## src/rtl/alu_pkg.sv

```systemverilog
// Shared definitions for the pipelined adder: operation mode encoding and slice sizing.
package alu_pkg;

    localparam logic ADD = 1'b0;
    localparam logic SUB = 1'b1;

    // Width of one carry-chain slice. The top level rejects a WIDTH that does not divide evenly.
    function automatic int slice_width(input int width, input int stages);
        return width / stages;
    endfunction

endpackage

```

## src/rtl/adder_slice.sv

```systemverilog
// One SW-bit slice of the carry chain: sum, carry out, and the carry into the slice MSB.
module adder_slice #(
    parameter int SW = 8
) (
    input  logic [SW-1:0] a_i,
    input  logic [SW-1:0] b_i,
    input  logic          cin_i,
    output logic [SW-1:0] sum_o,
    output logic          cout_o,
    output logic          cmsb_o
);

    logic [SW:0] total_s;

    assign total_s = {1'b0, a_i} + {1'b0, b_i} + {{SW{1'b0}}, cin_i};
    assign sum_o   = total_s[SW-1:0];
    assign cout_o  = total_s[SW];
    // The MSB sum bit is a ^ b ^ carry-in, so the carry into it can be recovered without a second adder.
    assign cmsb_o  = a_i[SW-1] ^ b_i[SW-1] ^ total_s[SW-1];

endmodule

```

## src/rtl/pipelined_adder.sv

```systemverilog
// Pipelined add/subtract: one carry-chain slice per stage, with the high operand slices skewed forward.
module pipelined_adder
    import alu_pkg::*;
#(
    parameter int WIDTH  = 32,
    parameter int STAGES = 4
) (
    input  logic             clk_i,
    input  logic             rst_n_i,
    input  logic             in_valid_i,
    output logic             in_ready_o,
    input  logic [WIDTH-1:0] a_i,
    input  logic [WIDTH-1:0] b_i,
    input  logic             cin_i,
    input  logic             sub_i,
    input  logic             flush_i,
    output logic             out_valid_o,
    input  logic             out_ready_i,
    output logic [WIDTH-1:0] sum_o,
    output logic             cout_o,
    output logic             overflow_o,
    output logic             zero_o
);

    localparam int SW   = slice_width(WIDTH, STAGES);
    localparam int LAST = STAGES - 1;

    if ((WIDTH % STAGES) != 0) begin : g_width_check
        $error("pipelined_adder: WIDTH must be a multiple of STAGES");
    end

    logic             adv_s;
    logic             out_valid_s;
    logic [WIDTH-1:0] b_eff_s;
    logic             cin_eff_s;
    logic             overflow_q;
    logic             zero_q;

    // The whole pipeline advances together whenever the output register is free or being drained.
    assign adv_s      = ~out_valid_s | out_ready_i;
    assign in_ready_o = adv_s;

    // Effective B operand and carry-in for the selected mode.
    always_comb begin
        b_eff_s   = b_i;
        cin_eff_s = cin_i;
        if (sub_i == SUB) begin
            b_eff_s   = ~b_i;
            cin_eff_s = 1'b1;
        end else begin
            b_eff_s   = b_i;
            cin_eff_s = cin_i;
        end
    end

    for (genvar k = 0; k < STAGES; k++) begin : g_st
        localparam int RW = WIDTH - k * SW;

        logic [RW-1:0]       a_in_s;
        logic [RW-1:0]       b_in_s;
        logic                c_in_s;
        logic                v_in_s;
        logic                load_s;
        logic [SW-1:0]       slice_sum_s;
        logic                slice_cout_s;
        logic                slice_cmsb_s;
        logic [(k+1)*SW-1:0] sum_d;
        logic [(k+1)*SW-1:0] sum_q;
        logic                c_q;
        logic                v_q;

        if (k == 0) begin : g_src
            assign a_in_s = a_i;
            assign b_in_s = b_eff_s;
            assign c_in_s = cin_eff_s;
            assign v_in_s = in_valid_i;
            assign sum_d  = slice_sum_s;
        end else begin : g_src
            assign a_in_s = g_st[k-1].g_skew.a_q;
            assign b_in_s = g_st[k-1].g_skew.b_q;
            assign c_in_s = g_st[k-1].c_q;
            assign v_in_s = g_st[k-1].v_q;
            assign sum_d  = {slice_sum_s, g_st[k-1].sum_q};
        end

        adder_slice #(
            .SW(SW)
        ) u_slice (
            .a_i   (a_in_s[SW-1:0]),
            .b_i   (b_in_s[SW-1:0]),
            .cin_i (c_in_s),
            .sum_o (slice_sum_s),
            .cout_o(slice_cout_s),
            .cmsb_o(slice_cmsb_s)
        );

        // Data only moves with a real beat, so idle stages (and the outputs) keep their last values.
        assign load_s = adv_s & v_in_s;

        // Stage valid bit: flush wins even while stalled.
        always_ff @(posedge clk_i or negedge rst_n_i) begin
            if (!rst_n_i) begin
                v_q <= 1'b0;
            end else if (flush_i) begin
                v_q <= 1'b0;
            end else if (adv_s) begin
                v_q <= v_in_s;
            end else begin
                v_q <= v_q;
            end
        end

        // Completed low slices and the carry handed to the next stage.
        always_ff @(posedge clk_i or negedge rst_n_i) begin
            if (!rst_n_i) begin
                sum_q <= '0;
                c_q   <= 1'b0;
            end else if (load_s) begin
                sum_q <= sum_d;
                c_q   <= slice_cout_s;
            end else begin
                sum_q <= sum_q;
                c_q   <= c_q;
            end
        end

        if (k < LAST) begin : g_skew
            logic [RW-SW-1:0] a_q;
            logic [RW-SW-1:0] b_q;

            // Unprocessed high operand slices travel with the beat.
            always_ff @(posedge clk_i or negedge rst_n_i) begin
                if (!rst_n_i) begin
                    a_q <= '0;
                    b_q <= '0;
                end else if (load_s) begin
                    a_q <= a_in_s[RW-1:SW];
                    b_q <= b_in_s[RW-1:SW];
                end else begin
                    a_q <= a_q;
                    b_q <= b_q;
                end
            end
        end
    end

    // Flags derived from the final slice, registered alongside the result.
    always_ff @(posedge clk_i or negedge rst_n_i) begin
        if (!rst_n_i) begin
            overflow_q <= 1'b0;
            zero_q     <= 1'b0;
        end else if (g_st[LAST].load_s) begin
            overflow_q <= g_st[LAST].slice_cmsb_s ^ g_st[LAST].slice_cout_s;
            zero_q     <= (g_st[LAST].sum_d == {WIDTH{1'b0}});
        end else begin
            overflow_q <= overflow_q;
            zero_q     <= zero_q;
        end
    end

    assign out_valid_s = g_st[LAST].v_q;
    assign out_valid_o = out_valid_s;
    assign sum_o       = g_st[LAST].sum_q;
    assign cout_o      = g_st[LAST].c_q;
    assign overflow_o  = overflow_q;
    assign zero_o      = zero_q;

endmodule

```

## config.mk

```make
export PLATFORM = sky130hd
export DESIGN_NAME = pipelined_adder
export DESIGN_NICKNAME = d
export VERILOG_FILES = /design/src/rtl/alu_pkg.sv /design/src/rtl/adder_slice.sv /design/src/rtl/pipelined_adder.sv
export SDC_FILE = /design/constraint.sdc
export NUM_CORES = 1
export LEC_CHECK = 0
export BUFFER_PORTS_ARGS = -buffer_cell sky130_fd_sc_hd__buf_2
export CORE_MARGIN = 2
export CORE_UTILIZATION = 50
export CTS_CLUSTER_DIAMETER = 30
export DETAILED_ROUTE_END_ITERATION = 16
export PLACE_DENSITY_LB_ADDON = 0.12
export SLEW_MARGIN = 20
export SYNTH_ARGS = -nofsm -noshare
export SYNTH_HDL_FRONTEND = slang
export SYNTH_HIERARCHICAL = 1
export SYNTH_SLANG_ARGS = --single-unit
```

## constraint.sdc

```tcl
create_clock -name clk_i -period 2.58 [get_ports clk_i]
set_clock_uncertainty 0.2 [all_clocks]
set_input_delay 0.387 -clock clk_i [delete_from_list [all_inputs] [get_ports clk_i]]
set_output_delay 0.387 -clock clk_i [all_outputs]
set_load 0.02 [all_outputs]
```

Yosys cells after proc, flatten, opt, wreduce, memory -nomap -nowiden
Cells that the tools add are included.

storage, ports and cells
  flip-flop bits (word level) = 186
  bits of input ports = 71
  logic and storage cells = 50

cells by class
  $add $sub $neg = 8
  mux-type cells = 10
  bitwise gates (word level) = 10
  reduce and logical (&&, ||, !) cells = 2

operators with widths
  cell                number
  $add A8 B8 Y9       4
  $add A9 B1 Y9       4
  $logic_not A32 Y1   1
  $mux W32            1
  $not A32 Y32        1
  $mux W1             9
  $and A1 B1 Y1       4
  $xor A1 B1 Y1       3
  $reduce_bool A2 Y1  1
  $not A1 Y1          1
  $or A1 B1 Y1        1

Longest topological paths before layout
Gate-level depths: netlist of the first run.

  word-level depth = 4
  mapped depth = 9
  depth with buffers taken out = 8

Cells and area by module
Netlist of the first run, hierarchy kept.

modules (own cells, without submodules)
  module                              instances  cells an instance  area each (um^2)  sequential area each (um^2)
  pipelined_adder                     1          481                7315.8            4654.5
  adder_slice at g_st[2].u_slice ...  2          43                 364.1             0.0
  adder_slice at g_st[0].u_slice ...  2          43                 345.3             0.0

Least setup slack after synthesis of the first run
Ideal clock, no wire load.

  path kind = input to register
  start = input sub_i
  end = register g_st[0].c_q
  library setup time = 0.125 ns
  data arrival time = 2.486 ns
  data required time = 2.255 ns
  slack = -0.230 ns
  stages on the path = 9
  cells stage by stage = buf_2 -> buf_2 -> or2_2 -> fa_1 -> fa_1 -> a21oi_1 -> o21a_1 -> o21ai_0 -> mux2_2

between the ends
  elaborated cells between the ends (all ways) = 4
  classes of those cells = 2 x add/sub; 2 x mux

RTL lines
  element                         line                    RTL
  start: declaration              pipelined_adder.sv:15   input logic sub_i,
  $mux W1                         pipelined_adder.sv:47   if (sub_i == SUB) begin
  named net cin_eff_s             pipelined_adder.sv:35   logic cin_eff_s;
  $add A9 B1 Y9                   adder_slice.sv:15       assign total_s = {1'b0, a_i} + {1'b0, b_i} + {{SW{1'b0}}, cin_i};
  named net g_st[0].slice_cout_s  pipelined_adder.sv:65   logic slice_cout_s;
  end signal: assignment          pipelined_adder.sv:120  c_q <= slice_cout_s;
  end signal: assignment          pipelined_adder.sv:123  c_q <= c_q;
  end: declaration                pipelined_adder.sv:69   logic c_q;

The timed path passes the listed nets, and every way through them passes these cells.
A chain may end at the register's enable or synchronous reset.

Final worst setup path of the first run
  start = register g_st[2].c_q
  end = register zero_q (netlist: zero_o)

between the ends
  cells in the longest elaborated chain, start to end = 2

ends and longest elaborated chain
  element                           line                    RTL
  start: declaration                pipelined_adder.sv:69
  start signal: assignment          pipelined_adder.sv:120
  start signal: assignment          pipelined_adder.sv:123
  $add A9 B1 Y9                     adder_slice.sv:15
  named net g_st[3].slice_sum_s[4]  pipelined_adder.sv:64   logic [SW-1:0] slice_sum_s;
  $logic_not A32 Y1                 pipelined_adder.sv:154  zero_q <= (g_st[LAST].sum_d == {WIDTH{1'b0}});
  end signal: assignment            pipelined_adder.sv:154
  end signal: assignment            pipelined_adder.sv:157  zero_q <= zero_q;
  end: declaration                  pipelined_adder.sv:37   logic zero_q;

The timed path passes the listed nets, and every way through them passes these cells.

==> reports/qor.txt, run 1 <==
via count: 5,537
Overall Global Routing Usage: 20.3%
Syn. warnings: 6
crit path cell chain: fa_2 -> fa_2 -> a21oi_2 -> o21bai_1 -> xor2_1 -> nor4_1 -> nand4_1 -> o31ai_1
Slew Viols, Final: 0
Clk Tree Root Cell: clkbuf_16
synthesis-to-layout area growth: 20.2%
f_max: 405 MHz
Clk network pwr share: 25.0%
Netlist Area Pre-Place: 0.00869 mm^2
crit path max-delay cell type: dfrtp_1
Num Clock Sinks: 186
Worst path depth: 8
NetSw: 0.00343 W
clk_lat worst skew: 0.43 ns
DRT iter0 DRCs: 260
Startpoint Class: register
Non-Filler Cell Area, Final: 0.0104 mm^2
critical path's top delay family: adder cells
RSZ-0062 raised after global routing: true
Total Power: 0.0107 W
Sw Ratio: 32.1%
initial antenna violation count: 1
Initial Util: 50.6%
crit path launch: g_st[2].c_q
CP endpoint: zero_o
max cap viols: 0
port buffer count: 107
capturing point of the worst reg2reg path: zero_o
largest net degree at the start of global routing: 60
CTS H-tree lvls: 4
critical path class: reg2reg
GRT overflow: 0
CTS tree: done
CORE AREA: 0.0172 mm^2
worst min-delay path category: in2reg
setup bufs post-CTS: 0
Worst Path Buf+Inv: 0
Final Wtd Congestion: 0.879
Crit Path Max Fanout: 2
slew margin rel.: 54.4%
P_leak: 4.63 nW
Crit path required time: 2.71 ns
pwr/cell area: 1020 mW/mm^2
vias in the first global route: 5,671
most used cell, CP: fa_2
status: finished, final reports clean
Pre-antenna DRT Iters: 4
final hold vios: 0
number of routed nets with antenna violations: 0
internal power: 0.00724 W
Top Ports: 108
DRC: 0
Worst Path Arrival: 2.60 ns
vias per cell: 5.38
commonest non-fill, non-tap cells in the layout: dfrtp_1 (186), mux2_2 (151), buf_2 (106)
fin crit share: 95.7%
Nets: 899
Clock transition at path regs: 0.06 ns
WL per Instance: 17.2 um
drt total wl: 17,700 um
power share of the combinational group: 33.3%
reg2reg start: g_st[2].c_q
Setup TNS: 0 ns
die width: 136 um
Register-to-Register Path Depth: 8
share of layout cells above drive strength 1: 42.5%
final setup fails: 0
Site Rows: 48
Final HPWL DP: 12,500 um
cell count after synthesis: 647
CTS Buffer Depth: 2
die height: 136 um
Tightest Pin Transition: 0.677 ns
Placement Cell Area: 0.00957 mm^2
total CTS buffers: 17
Reg2Reg Setup Slack: 0.11 ns
Mapped Avg Cell Area: 13.4 um^2
post-layout util: 60.8%
Final Critical Period: 2.47 ns
Crit. End Element: register
Synth Net Count: 754
leading cell type in the layout, fill and taps excluded: dfrtp_1
Peak VDD IR: 0.000684 V
Seq pwr share: 41.7%
first-pass GRT wire length: 28,800 um
Die Area: 0.0185 mm^2
critical path's largest stage delay: 0.41 ns
metal layers:
metal | up-vias | wire [um] | global-route usage, %
met5 | - | 0 | 0
met4 | 0 | 187 | 6.48
met3 | 19 | 648 | 4.29
met2 | 102 | 8600 | 33.3
met1 | 2795 | 8300 | 27.3
li1 | 2621 | - | -
metrics by stage:
step / worst slack (ns) / hold slack [ns] / std cells
after floorplan: -0.0199 / -0.109 / 647
after global placement: -0.0224 / 0.191 / 973
after detailed placement: -0.0547 / 0.196 / 973
after CTS: 0.0118 / 0.00279 / 1028
after global routing: -0.0178 / 0.00197 / 1028
final: 0.111 / 0.0140 / 1029
power groups by stage:
| stage | Clock (W) | Combinational (W) | Sequential (W) |
|---|---|---|---|
| 2_1_floorplan | 0 | 0.00222 | 0.00464 |
| 3_3_place_gp | 0 | 0.00338 | 0.00447 |
| 3_5_place_dp | 0 | 0.00349 | 0.00451 |
| 4_1_cts | 0.00272 | 0.00356 | 0.00447 |
| 5_1_grt | 0.00284 | 0.00389 | 0.00458 |
| 6_report | 0.00267 | 0.00355 | 0.00445 |
sequential cells by signal, summed over array words and instances (netlist names):
register and flops:
g_st.c_q 3, overflow_o 1, g_st.v_q 3, out_valid_o 1, sum_o 32, cout_o 1, g_st.g_skew.a_q 48, g_st.sum_q 48
g_st.g_skew.b_q 48, zero_o 1
worst register-to-register path, delay by kind of cell, from the launching register on:
| family | cells | cell delay (ns) |
|---|---|---|
| flops | 1 | 0.41 |
| fa+ha+maj | 2 | 0.76 |
| simple gates | 2 | 0.39 |
| xor+xnor | 1 | 0.16 |
| compound gates | 3 | 0.46 |
how the worst min path moves through the flow:
stage | slack, ns | startpoint | depth (start not counted) | to
2_1_floorplan | -0.11 | rst_n_i | 0 | cout_o
3_3_place_gp | 0.19 | rst_n_i | 1 | g_st[0].g_skew.a_q[19]
3_5_place_dp | 0.20 | rst_n_i | 1 | g_st[1].g_skew.a_q[11]
4_1_cts | 0.003 | a_i[31] | 2 | g_st[0].g_skew.a_q[23]
5_1_grt | 0.002 | a_i[31] | 2 | g_st[0].g_skew.a_q[23]
6_report | 0.01 | a_i[31] | 2 | g_st[0].g_skew.a_q[23]
timing repair:
item / CTS / global route
hold endpoints to repair: 82 / 0
resized for setup: 2 / 2
hold buffers: 25 / 0
gates cloned: 0 / 0
pin swaps: 0 / 4
setup endpoints to repair: 1 / 1
area by class of cell:
type,instances,area (um^2)
Antenna cell,1,2.50
Clock buffer,24,492
Clock inverter,6,113
Fill cell,1429,6730
Inverter,18,67.6
Multi-Input combinational cell,415,3820
Sequential cell,186,4650
Tap cell,225,282
Timing Repair Buffer,154,1020
Note: power is estimated with default switching activity, not from simulation.
==> run 2, diff against run 1 <==
--- a/config.mk
+++ b/config.mk
@@ -5,9 +5,10 @@
 export SDC_FILE = /design/constraint.sdc
 export NUM_CORES = 1
 export LEC_CHECK = 0
+export ABC_AREA = 1
 export BUFFER_PORTS_ARGS = -buffer_cell sky130_fd_sc_hd__buf_2
 export CORE_MARGIN = 2
-export CORE_UTILIZATION = 50
+export CORE_UTILIZATION = 45
 export CTS_CLUSTER_DIAMETER = 30
 export DETAILED_ROUTE_END_ITERATION = 16
 export PLACE_DENSITY_LB_ADDON = 0.12
==> reports/qor.txt, run 2 <==
largest net degree at the start of global routing: 88 (+47%)
Met1 Routed Length: 9160 um (+10%)
Tightest Pin Transition: 0.711 ns (+0.0336 ns)
Top Registers: g_st.g_skew.a_q (48), g_st.g_skew.b_q (48), g_st.sum_q (48)
leading cell type in the layout, fill and taps excluded: nand2_1
antenna cells: 0 (-1)
commonest non-fill, non-tap cells in the layout: nand2_1 (313), dfrtp_1 (186), buf_2 (106)
initial antenna violation count: 0 (-1)
max cap viols: 0 (unchanged)
storage element area: 0.00465 mm^2 (unchanged)
slew margin rel.: 52.6% (-1.8 points)
P_leak: 5.43 nW (+17%)
count leader, synth: nand2_1
first-pass GRT wire length: 29,400 um (+1.9%)
Site Rows: 51 (+6.3%)
final hold vios: 0 (unchanged)
Crit path required time: 2.74 ns (+0.03 ns)
Mapped Avg Cell Area: 8.93 um^2 (-34%)
die height: 144 um (+5.8%)
Synth Flop Type: dfrtp_1
RSZ-0062 raised after global routing: false
Synth Net Count: 1,091 (+45%)
Pre-antenna DRT Iters: 4 (unchanged)
met2 routed WL: 7670 um (-11%)
cell count after synthesis: 984 (+52%)
Non-Filler Cell Area, Final: 0.0103 mm^2 (-0.93%)
top cell type by total area after synthesis: dfrtp_1
port buffer count: 107 (unchanged)
Num Clock Sinks: 186 (unchanged)
CTS tree: done
via count: 6,315 (+14%)
setup bufs post-CTS: 0 (unchanged)
CTS Buffer Depth: 2 (unchanged)
WL per Instance: 12.7 um (-26%)
GRT overflow: 0 (unchanged)
vias in the first global route: 5,836 (+2.9%)
Clock transition at path regs: 0.07 ns (about the same)
DRT iter0 DRCs: 271 (+4.2%)
share of layout cells above drive strength 1: 16.4% (-26 points)
Top Ports: 108 (unchanged)
Async SR Flop Fraction: 100%
Yosys top cell area share: 53.0%
fin crit share: 91.2% (-4.5 points)
CORE AREA: 0.0193 mm^2 (+13%)
Syn. warnings: 6 (unchanged)
Overall Global Routing Usage: 18.2% (-2.1 points)
Slew Viols, Final: 0 (unchanged)
drt total wl: 17,600 um (-0.66%)
CTS H-tree lvls: 4 (unchanged)
Peak VDD IR: 0.000505 V (-26%)
Setup TNS: 0 ns (unchanged)
Initial Util: 45.4% (-5.2 points)
clk_lat worst skew: 0.43 ns (about the same)
# fillers: 1,888 (+32%)
Placement Cell Area: 0.00956 mm^2 (-0.20%)
Final HPWL DP: 12,400 um (-1.3%)
Post-synth EDFFs: 0
Worst Path Arrival: 2.51 ns (-0.09 ns)
Netlist Area Pre-Place: 0.00879 mm^2 (+1.1%)
vias per cell: 4.56 (-15%)
DRC: 0 (unchanged)
Nets: 1,213 (+35%)
total CTS buffers: 17 (unchanged)
sequential element share of the synthesized area: 53.0%
f_max: 425 MHz (+5.0%)
synthesis-to-layout area growth: 17.8%
Die Area: 0.0207 mm^2 (+12%)
Synth Register Bits: 186
Top Layer Used: met4
Non-Filler Instances: 1,384 (+34%)
dominant cells by area after synthesis: dfrtp_1 (53%), nand2_1 (13%), o21ai_0 (4.3%)
Final Wtd Congestion: 0.795 (-9.6%)
Final Critical Period: 2.35 ns (-0.117 ns)
Synth top cells by count: nand2_1 (313), dfrtp_1 (186), inv_1 (87)
multi-input logic area: 0.00356 mm^2 (-6.8%)
worst min-delay path category: in2reg
final setup fails: 0 (unchanged)
placed cell count: 1,327 (+36%)
pwr/cell area: 857 mW/mm^2 (-16%)
Startpoint Class: register
Worst Hold Margin: 0.0322 ns (+0.0183 ns)
number of routed nets with antenna violations: 0 (unchanged)
Clk Tree Root Cell: clkbuf_16
critical path class: reg2reg
status: finished, final reports clean
die width: 144 um (+5.8%)
Yosys cell types: 30
Crit. End Element: register
DR WL met3: 505 um (-22%)
Crit Path Max Fanout: 2 (unchanged)
-- run 2: changes by cell type in the layout (fill, tap and decap cells not counted), moves of 7 or more --
cell      change
mux2_1       +12
mux2_2      -149
o21ai_0      +72
nor2_1       +65
nand3b_1      +7
nand2_1     +297
inv_1        +74
nand3_1      +15
buf_4        -10
nor4_1       -12
a21oi_1      -15
a311o_1      -12
nand2_2       +8
-- run 2: final timing paths --
check | startpoint | end | slack (ns) | depth (start not counted)
min in group asynchronous | rst_n_i | sum_o[11] | 0.24 | 2
worst max register to register | g_st[2].g_skew.a_q[0] | zero_o | 0.23 | 13
worst min register to register | sum_o[6] | sum_o[6] | 0.27 | 2
worst max-delay path | g_st[2].g_skew.a_q[0] | zero_o | 0.23 | 13
max in group asynchronous | rst_n_i | g_st[0].g_skew.b_q[18] | 1.19 | 3
worst min-delay path | b_i[19] | g_st[0].g_skew.b_q[11] | 0.03 | 3
-- run 2: routing by layer --
layer	track usage [%]	vias up
met4	6.35	0
met3	3.37	24
met2	26.3	106
met1	27.5	2860
met5	0	-
li1	-	3325
-- run 2: power breakdown --
group / leakage, nW / internal, W / switching [W]
Combinational: 2.92 / 0.00100 / 0.00150
Clock: 0.256 / 0.00125 / 0.00116
Sequential: 2.25 / 0.00359 / 0.000364
-- run 2: worst max-delay path, stage by stage, from the launching register on --
cell and delay (ns):
dfrtp_1 0.40, fa_1 0.48, fa_2 0.37, nand2_1 0.07, nand2_1 0.07, nand3b_1 0.10, nand2_1 0.07, nand2_1 0.06
nand2_1 0.04, inv_1 0.05, nand3_1 0.07, nor2_1 0.10, nand2_1 0.06, o21bai_1 0.14
-- run 2: kinds of logic after synthesis --
logic type	Yosys count	synth area share [%]
buffers and inverters	130	6.57
DFF	186	53.0
adders and majority gates	36	5.81
xor gates and xnor gates	45	4.49
muxes	14	1.79
AOI/OAI and AO/OA	139	8.12
and+or+nand+nor	434	20.3
-- run 2: layout make-up --
type,instances,share of cell area [%]
clock buffer,18,4.15
inverter,90,3.26
multi-input combinational,668,34.4
tap,265,3.20
clock inverter,14,1.09
sequential,186,45.0
timing repair buffer,143,8.93
-- run 2: what timing repair did --
action / CTS / global route
endpoints found under the setup margin: 0 / 1
hold buffers: 25 / 0
resized for setup: 0 / 1
hold endpoints to repair: 67 / 0
-- run 2: metrics by stage --
step	power [W]	setup WS (ns)	util (%)
after floorplan	0.00574	0.0363	-
after global placement	0.00646	0.136	49.4
after detailed placement	0.00651	0.111	49.4
after CTS	0.00899	0.165	53.5
after global routing	0.00954	0.0403	53.5
final	0.00887	0.228	53.5
==> run 3, diff against run 2 <==
--- a/config.mk
+++ b/config.mk
@@ -8,7 +8,7 @@
 export ABC_AREA = 1
 export BUFFER_PORTS_ARGS = -buffer_cell sky130_fd_sc_hd__buf_2
 export CORE_MARGIN = 2
-export CORE_UTILIZATION = 45
+export CORE_UTILIZATION = 53
 export CTS_CLUSTER_DIAMETER = 30
 export DETAILED_ROUTE_END_ITERATION = 16
 export PLACE_DENSITY_LB_ADDON = 0.12
==> reports/qor.txt, run 3 (synthesis gave the netlist of run 2 again) <==
status: finished, final reports clean
Setup TNS: 0 ns (unchanged)
pwr/cell area: 897 mW/mm^2 (+4.8%)
vias in the first global route: 6,140 (+5.2%)
Final Critical Period: 2.35 ns (-0.00670 ns)
Startpoint Class: register
die height: 133 um (-7.6%)
die width: 133 um (-7.6%)
via count: 6,388 (+1.2%)
most used cell, CP: nand2_1
DRT iter0 DRCs: 299 (+10%)
share of layout cells above drive strength 1: 16.9% (+0.46 points)
initial antenna violation count: 0 (unchanged)
total CTS buffers: 17 (unchanged)
clk_lat worst skew: 0.43 ns (about the same)
critical path class: reg2reg
WL per Instance: 13.1 um (+2.5%)
Worst Hold Margin: 0.0398 ns (+0.00751 ns)
f_max: 426 MHz (+0.29%)
first-pass GRT wire length: 29,800 um (+1.6%)
CORE AREA: 0.0164 mm^2 (-15%)
RSZ-0062 raised after global routing: false
commonest non-fill, non-tap cells in the layout: nand2_1 (313), dfrtp_1 (186), buf_2 (106)
DRC: 0 (unchanged)
final setup fails: 0 (unchanged)
Crit. End Element: register
antenna cells: 0 (unchanged)
setup bufs post-CTS: 0 (unchanged)
multi-input logic area: 0.00356 mm^2 (unchanged)
Clock transition at path regs: 0.07 ns (about the same)
crit path cell chain: fa_1 -> fa_2 -> nand2_1 -> nand2_1 -> nand3b_1 -> nand2_1 -> nand2_1 -> nand2_1 -> inv_1 -> nand3_1 -> nor2_1 -> nand2_1 -> o21bai_1
Nets: 1,218 (+0.41%)
Final HPWL DP: 12,300 um (-0.79%)
Worst Path Arrival: 2.50 ns (about the same)
Worst Path Buf+Inv: 1 (unchanged)
final hold vios: 0 (unchanged)
Die Area: 0.0176 mm^2 (-15%)
storage element area: 0.00465 mm^2 (unchanged)
largest net degree at the start of global routing: 73 (-17%)
Overall Global Routing Usage: 21.2% (+3.0 points)
max cap viols: 0 (unchanged)
GRT overflow: 0 (unchanged)
Worst Slack Setup Final: 0.235 ns (+0.00670 ns)
worst min-delay path category: in2reg
Site Rows: 47 (-7.8%)
fin crit share: 90.9% (-0.26 points)
crit path launch: g_st[2].g_skew.a_q[0]
Pre-antenna DRT Iters: 4 (unchanged)
Crit Path Max Fanout: 2 (unchanged)
Tightest Pin Transition: 0.484 ns (-0.227 ns)
Num Clock Sinks: 186 (unchanged)
vias per cell: 4.75 (+4.2%)
Clk Tree Root Cell: clkbuf_16
leading cell type in the layout, fill and taps excluded: nand2_1
P_leak: 5.52 nW (+1.7%)
# fillers: 1,433 (-24%)
pre-CTS setup slack: 0.118 ns (+0.00683 ns)
crit path max-delay cell type: fa_1
number of routed nets with antenna violations: 0 (unchanged)
Placement Cell Area: 0.00954 mm^2 (-0.20%)
slew margin rel.: 67.7% (+15 points)
Top Ports: 108 (unchanged)
CTS Buffer Depth: 2 (unchanged)
critical path's largest stage delay: 0.47 ns (about the same)
Peak VDD IR: 0.000592 V (+17%)
HP Start: b_i[13]
Slew Viols, Final: 0 (unchanged)
port buffer count: 107 (unchanged)
drt total wl: 17,500 um (-0.46%)
Final Wtd Congestion: 0.830 (+4.5%)
CTS H-tree lvls: 4 (unchanged)
Total Power: 0.00938 W (+5.8%)
Top Registers: g_st.g_skew.a_q (48), g_st.g_skew.b_q (48), g_st.sum_q (48)
synthesis-to-layout area growth: 19.0%
reg2reg start: g_st[2].g_skew.a_q[0]
Initial Util: 53.5% (+8.1 points)
critical path's top delay family: adder cells
Non-Filler Cell Area, Final: 0.0105 mm^2 (+1.0%)
Crit path required time: 2.73 ns (about the same)
CTS tree: done
run 3: worst paths after layout:
check,end,slack (ns),depth (start not counted)
min in group asynchronous,sum_o[11],0.21,2
worst max register to register,zero_o,0.23,13
worst min register to register,sum_o[11],0.28,2
max in group asynchronous,g_st[0].g_skew.a_q[6],1.23,3
worst min-delay path,g_st[0].g_skew.b_q[5],0.04,3
worst max-delay path,zero_o,0.23,13
run 3: area by class of cell:
cell class	instances	share of cell area (%)
clock buffers	19	4.33
clock inverters	13	2.02
inverters	90	3.23
multi-input cells	668	34.1
flip-flops and latches	186	44.5
well taps	220	2.63
repair buffers	148	9.20
run 3: per-layer routing:
layer | up-vias | routed length, um | global-route usage [%]
met4 | 0 | 218 | 6.33
met1 | 2924 | 8720 | 30.8
li1 | 3332 | - | -
met2 | 115 | 7990 | 32.6
met3 | 17 | 615 | 4.06
met5 | - | 0 | 0
run 3: metrics by stage:
stage / instances / util, %
floorplan: 984 / -
global placement: 1287 / 58.1
detailed placement: 1287 / 58.1
CTS: 1344 / 63.7
global route: 1344 / 63.7
finish: 1344 / 63.7
run 3: what timing repair did:
item,CTS,global route
hold buffers,25,0
endpoints found under the setup margin,0,1
hold endpoints to repair,60,0
gates resized for setup,0,1
run 3: where the power goes:
part           switching (W)  internal [W]  leakage (nW)
Sequential          0.000370       0.00359          2.25
Clock                0.00113       0.00178         0.325
Combinational        0.00150       0.00101          2.94
Total                0.00300       0.00638          5.52
run 3: worst min-delay path: stages:
cell and delay [ns]:
buf_2 0.08, xnor2_1 0.09, o21ai_0 0.06
